$ cat config.mk
export PLATFORM = sky130hd
export DESIGN_NAME = mem_port_arbiter
export DESIGN_NICKNAME = d
export VERILOG_FILES = /design/src/rtl/mem_port_arbiter.sv
export SDC_FILE = /design/constraint.sdc
export NUM_CORES = 1
export LEC_CHECK = 0
export ABC_CLOCK_PERIOD_IN_PS = 4000
export CAP_MARGIN = 0
export CORE_MARGIN = 2
export CORE_UTILIZATION = 38
export CTS_BUF_LIST = sky130_fd_sc_hd__clkbuf_4
export CTS_CLUSTER_SIZE = 25
export DETAILED_ROUTE_END_ITERATION = 12
export PLACE_DENSITY = 0.91
export SLEW_MARGIN = 20
export SYNTH_ARGS = -nofsm -noshare
export SYNTH_HDL_FRONTEND = slang
export SYNTH_SLANG_ARGS = --single-unit
$ cat constraint.sdc
create_clock -name clk -period 4 [get_ports clk]
set_input_delay 1 -clock clk [delete_from_list [all_inputs] [get_ports clk]]
set_output_delay 1 -clock clk [all_outputs]
set_load 0.02 [all_outputs]
$ cat src/rtl/mem_port_arbiter.sv
// Arbitrates instruction fetch and data load/store onto one mem_system port.
// Data has priority, bounded by a streak counter so a waiting fetch is never starved.
module mem_port_arbiter #(
  parameter int MAX_DATA_STREAK = 2
) (
  input  logic        clk,
  input  logic        rst,
  input  logic        i_rd,
  input  logic [15:0] i_addr,
  output logic [15:0] i_data,
  output logic        i_done,
  output logic        i_stall,
  input  logic        d_rd,
  input  logic        d_wr,
  input  logic [15:0] d_addr,
  input  logic [15:0] d_wdata,
  output logic [15:0] d_rdata,
  output logic        d_done,
  output logic        d_stall,
  output logic [15:0] m_addr,
  output logic [15:0] m_wdata,
  output logic        m_rd,
  output logic        m_wr,
  input  logic [15:0] m_rdata,
  input  logic        m_done,
  input  logic        m_err,
  output logic        err,
  output logic [2:0]  state_dbg
);

  // Handshake: a requester raises x_rd/x_wr and holds it (with address and
  // data stable) until it sees x_done high for one cycle; downstream m_rd/m_wr
  // stay high from the grant cycle until the cycle m_done is seen.

  typedef enum logic [2:0] {
    IDLE   = 3'd0,
    GNT_I  = 3'd1,
    GNT_D  = 3'd2,
    RESP_I = 3'd3,
    RESP_D = 3'd4,
    ERR    = 3'd5
  } state_t;

  localparam logic [1:0] STREAK_MAX = 2'(MAX_DATA_STREAK);

  state_t      state, state_nxt;
  logic [1:0]  streak, streak_nxt;
  logic        lat_rd, lat_wr, lat_rd_nxt, lat_wr_nxt;
  logic [15:0] i_data_nxt, d_rdata_nxt;
  logic        d_pend;
  logic        err_entry;

  assign d_pend = d_rd | d_wr;

  always_ff @(posedge clk or posedge rst) begin
    if (rst) begin
      state   <= IDLE;
      streak  <= 2'd0;
      lat_rd  <= 1'b0;
      lat_wr  <= 1'b0;
      i_data  <= 16'h0000;
      d_rdata <= 16'h0000;
    end else begin
      state   <= state_nxt;
      streak  <= streak_nxt;
      lat_rd  <= lat_rd_nxt;
      lat_wr  <= lat_wr_nxt;
      i_data  <= i_data_nxt;
      d_rdata <= d_rdata_nxt;
    end
  end

  always_comb begin
    state_nxt   = state;
    streak_nxt  = streak;
    lat_rd_nxt  = lat_rd;
    lat_wr_nxt  = lat_wr;
    i_data_nxt  = i_data;
    d_rdata_nxt = d_rdata;
    m_addr      = 16'h0000;
    m_wdata     = 16'h0000;
    m_rd        = 1'b0;
    m_wr        = 1'b0;
    err_entry   = m_err;

    case (state)
      IDLE: begin
        if (d_rd && d_wr) begin
          err_entry = 1'b1;
        end else if (d_pend && (streak < STREAK_MAX || !i_rd)) begin
          state_nxt  = GNT_D;
          lat_rd_nxt = d_rd;
          lat_wr_nxt = d_wr;
          // Only grants taken while a fetch is waiting count against it.
          if (!i_rd)
            streak_nxt = 2'd0;
          else if (streak < STREAK_MAX)
            streak_nxt = streak + 2'd1;
        end else if (i_rd) begin
          state_nxt  = GNT_I;
          streak_nxt = 2'd0;
        end
        if (m_done) err_entry = 1'b1;
      end
      GNT_I: begin
        m_addr = i_addr;
        m_rd   = 1'b1;
        if (m_done) begin
          i_data_nxt = m_rdata;
          state_nxt  = RESP_I;
        end
      end
      GNT_D: begin
        m_addr  = d_addr;
        m_wdata = d_wdata;
        m_rd    = lat_rd;
        m_wr    = lat_wr;
        if (m_done) begin
          if (lat_rd) d_rdata_nxt = m_rdata;
          state_nxt = RESP_D;
        end
      end
      RESP_I, RESP_D: begin
        state_nxt = IDLE;
        if (m_done) err_entry = 1'b1;
      end
      ERR: begin
        state_nxt = ERR;
      end
      default: begin
        state_nxt = ERR;
      end
    endcase

    // A failing access must not leave partially returned data behind.
    if (err_entry) begin
      state_nxt   = ERR;
      i_data_nxt  = i_data;
      d_rdata_nxt = d_rdata;
    end
  end

  assign i_done    = (state == RESP_I);
  assign d_done    = (state == RESP_D);
  assign err       = (state == ERR);
  assign i_stall   = i_rd & ~i_done;
  assign d_stall   = d_pend & ~d_done;
  assign state_dbg = state;

endmodule

==> flow_summary.yaml <==
worst_setup_path:
  end_kind: "output pin"
  crit_chain: "nor3b_2 > buf_12 > a22o_1 > clkdlybuf4s50_1"
  regToRegStartpoint: "state_dbg[2]"
  startpoint: "state_dbg[0]"
  arrival_ns: 2.59
  required_ns: 3.00
  cp_slowest_cell: "nor3b_2"
  cpPeakStageDelay_ns: 0.66
  r2r_slack_ns: 2.20
  critPathLaunchType: "register"
  crit_end: "m_addr[5]"
  crit_type: "register to output pin"
  worst-r2r-cell-count: 3
  timing.rr.end: "i_data[7]"
  critPathMaxFanout: 24
grt:
  antenna_found_initial: 0
  track_usage: 0.214
  gr-total-overflow: 0
  grt_start_max_net_pins: 25
  grt_pass1_vias: 1959
  grt_pass1_wl_mm: 10.0
status:
  status: "finished clean"
sta:
  fin_skew_ns: 0.0125
  fin_crit_ns: 3.59
  tightest_slew_ns: 0.715
  fmax_mhz: 279
  timing.setup.tns_ns: 0
  fin_crit_sh: 0.897
  relSlewSlack: 0.523
  finalHoldViolCount: 0
  finalSetupViolCount: 0
  setup_slack_ns: 0.411
  rsz0062_at_grt: "no"
  maxSlewViolCount: 0
cells_and_area:
  diodes: 0
  final_nets: 377
  synthToLayoutAreaGrowth_pct: 76.9
  drive_above_1_share: 0.157
  final_cells: 376
synthesis:
  dominantRegCellSynth: "dfrtp_1"
  syn_inst: 164
  synth_most_common_cell: "dfrtp_1"
  syn_area_per_cell_sq_um: 12.3
  async_flop_share: 1.00
  synth_edf_count: 0
  syn-cell-area_sq_um: 2020
  synth.top_cells.by_area: "dfrtp_1 48%, mux2_2 12%, mux2_4 7.4%, a22o_1 6.9%, and2_1 5.3%"
  ys_ff_latch: 39
  yosysWarnings: 0
  synth_common_cells: "39 x dfrtp_1, 22 x mux2_2, 17 x and2_1, 16 x a22o_1, 10 x mux2_4"
  ys_types: 36
  synth_top_area_cell: "dfrtp_1"
  ys_seq_area_frac: 0.483
  synth_nets: 235
  yosys.area.top_type_share: 0.483
place:
  gp_congestion: 0.810
  numPortBuffers: 144
  dpl.hpwl_mm: 4.74
  dp_slack_ns: 0.548
  dp.cells: 369
drt:
  wl_per_cell_um: 16.0
  routed_via_density: 4.96
  drt-total-wl_mm: 6.01
  via_count: 1866
  final_antenna_net_count: 0
  dr.first_iter.drc_count: 50
  drt_first_pass_iters: 4
  drc_errors: 0
floorplan:
  fp-row-count: 26
  die_w_um: 76.9
  core-area_sq_um: 5110
  pin_count: 145
  start_util: 0.396
  die_h_um: 76.9
  dieArea_sq_um: 5920
power_and_ir_drop:
  p_clk_frac: 0.256
  p_leak_nw: 1.55
  power_switching_uw: 192
  power_density_nw_per_um2: 214
  sequentialPowerShare: 0.546
  p_total_uw: 764
  intPower_uw: 572
  peakVddDrop_uv: 162
  combPwrFrac: 0.198
  switching_share: 0.251
clock_tree:
  clk_path_buf_depth: 2
  cts_root_buf: "clkbuf_4"
  cts_resized: 0
  cts_setup_buffers: 0
  worstSkewPairLatency_ns: 0.35
  htree_num_levels: 2
  tritoncts: "yes"
  hold_buffers: 0
  cts_buffers: 5
  cts_sinks: 39
  path_clk_slew_ns: 0.11
flow_run:
  max_cap_violations: 0
hold_path:
  hp-class: "register to register"
-- per-stage QoR --
stage               area (sq um)  hold slack, ns  utilization
detailed placement          3520           0.493        0.690
floorplan                   2020           0.467            -
global route                3580           0.532        0.700
CTS                         3580           0.520        0.700
finish                      3580           0.515        0.700
global placement            3520           0.487        0.690
-- cells by family after synthesis --
logic type,synth area share
mux,0.207
compound gates,0.144
flops,0.483
buf+inv,0.0452
xor+xnor,0.00433
simple gates,0.117
-- placed cells by master, fill, tap and decap left out, types with 2 or more instances in the layout --
cell type,count
a21o_1,2
clkbuf_4,5
o21ai_0,3
mux2i_1,2
clkdlybuf4s50_1,144
and2_1,17
dfrtp_1,39
buf_4,4
a21oi_1,3
a21boi_0,3
and3_1,2
a22o_1,16
mux2_2,22
nor3b_1,2
nor2_1,4
nor3b_2,2
a211oi_1,2
inv_1,4
nor3_1,2
mux2_4,10
-- power groups by stage --
| stage | registers, mW | clock network, mW | logic, mW |
|---|---|---|---|
| finish | 0.417 | 0.195 | 0.151 |
| global route | 0.420 | 0.223 | 0.161 |
| CTS | 0.417 | 0.204 | 0.152 |
| detailed placement | 0.425 | 0 | 0.152 |
| global placement | 0.424 | 0 | 0.148 |
| floorplan | 0.440 | 0 | 0.0295 |
-- critical path, delay by kind of cell (launching register included) --
| family | cells | cell delay [ns] |
|---|---|---|
| AO/OA/AOI/OAI | 1 | 0.17 |
| buffers and inverters | 2 | 0.85 |
| flip-flops | 1 | 0.56 |
| AND/OR/NAND/NOR | 1 | 0.66 |
-- state kept, by name (all words and copies together) (netlist names) --
signal / flops
d_rdata: 16
i_data: 16
state_dbg: 3
streak: 2
lat_rd: 1
lat_wr: 1
-- worst min-delay path by stage --
stage          startpoint         end  cells past startpoint
6_report        i_data[6]   i_data[6]                      1
3_3_place_gp    i_data[6]   i_data[6]                      1
5_1_grt         i_data[4]   i_data[4]                      1
4_1_cts         i_data[6]   i_data[6]                      1
2_1_floorplan      lat_wr      lat_wr                      1
3_5_place_dp   d_rdata[6]  d_rdata[6]                      1
-- cell type report --
cell class              count  area (sq um)
clock buffers               5          37.5
well taps                  70          87.6
clock inverters             2          13.8
flip-flops and latches     39           976
inverters                   4          15.0
repair buffers            149          1490
multi-input cells         107           955
fillers                   398          1530
-- metal layers --
layer,global-route usage,vias up,share of wire
li1,-,887,-
met5,0,-,0
met3,0.0459,8,0.052
met2,0.356,74,0.50
met1,0.277,897,0.44
met4,0.0673,0,0.015
Power figures use the tool's default switching activity.
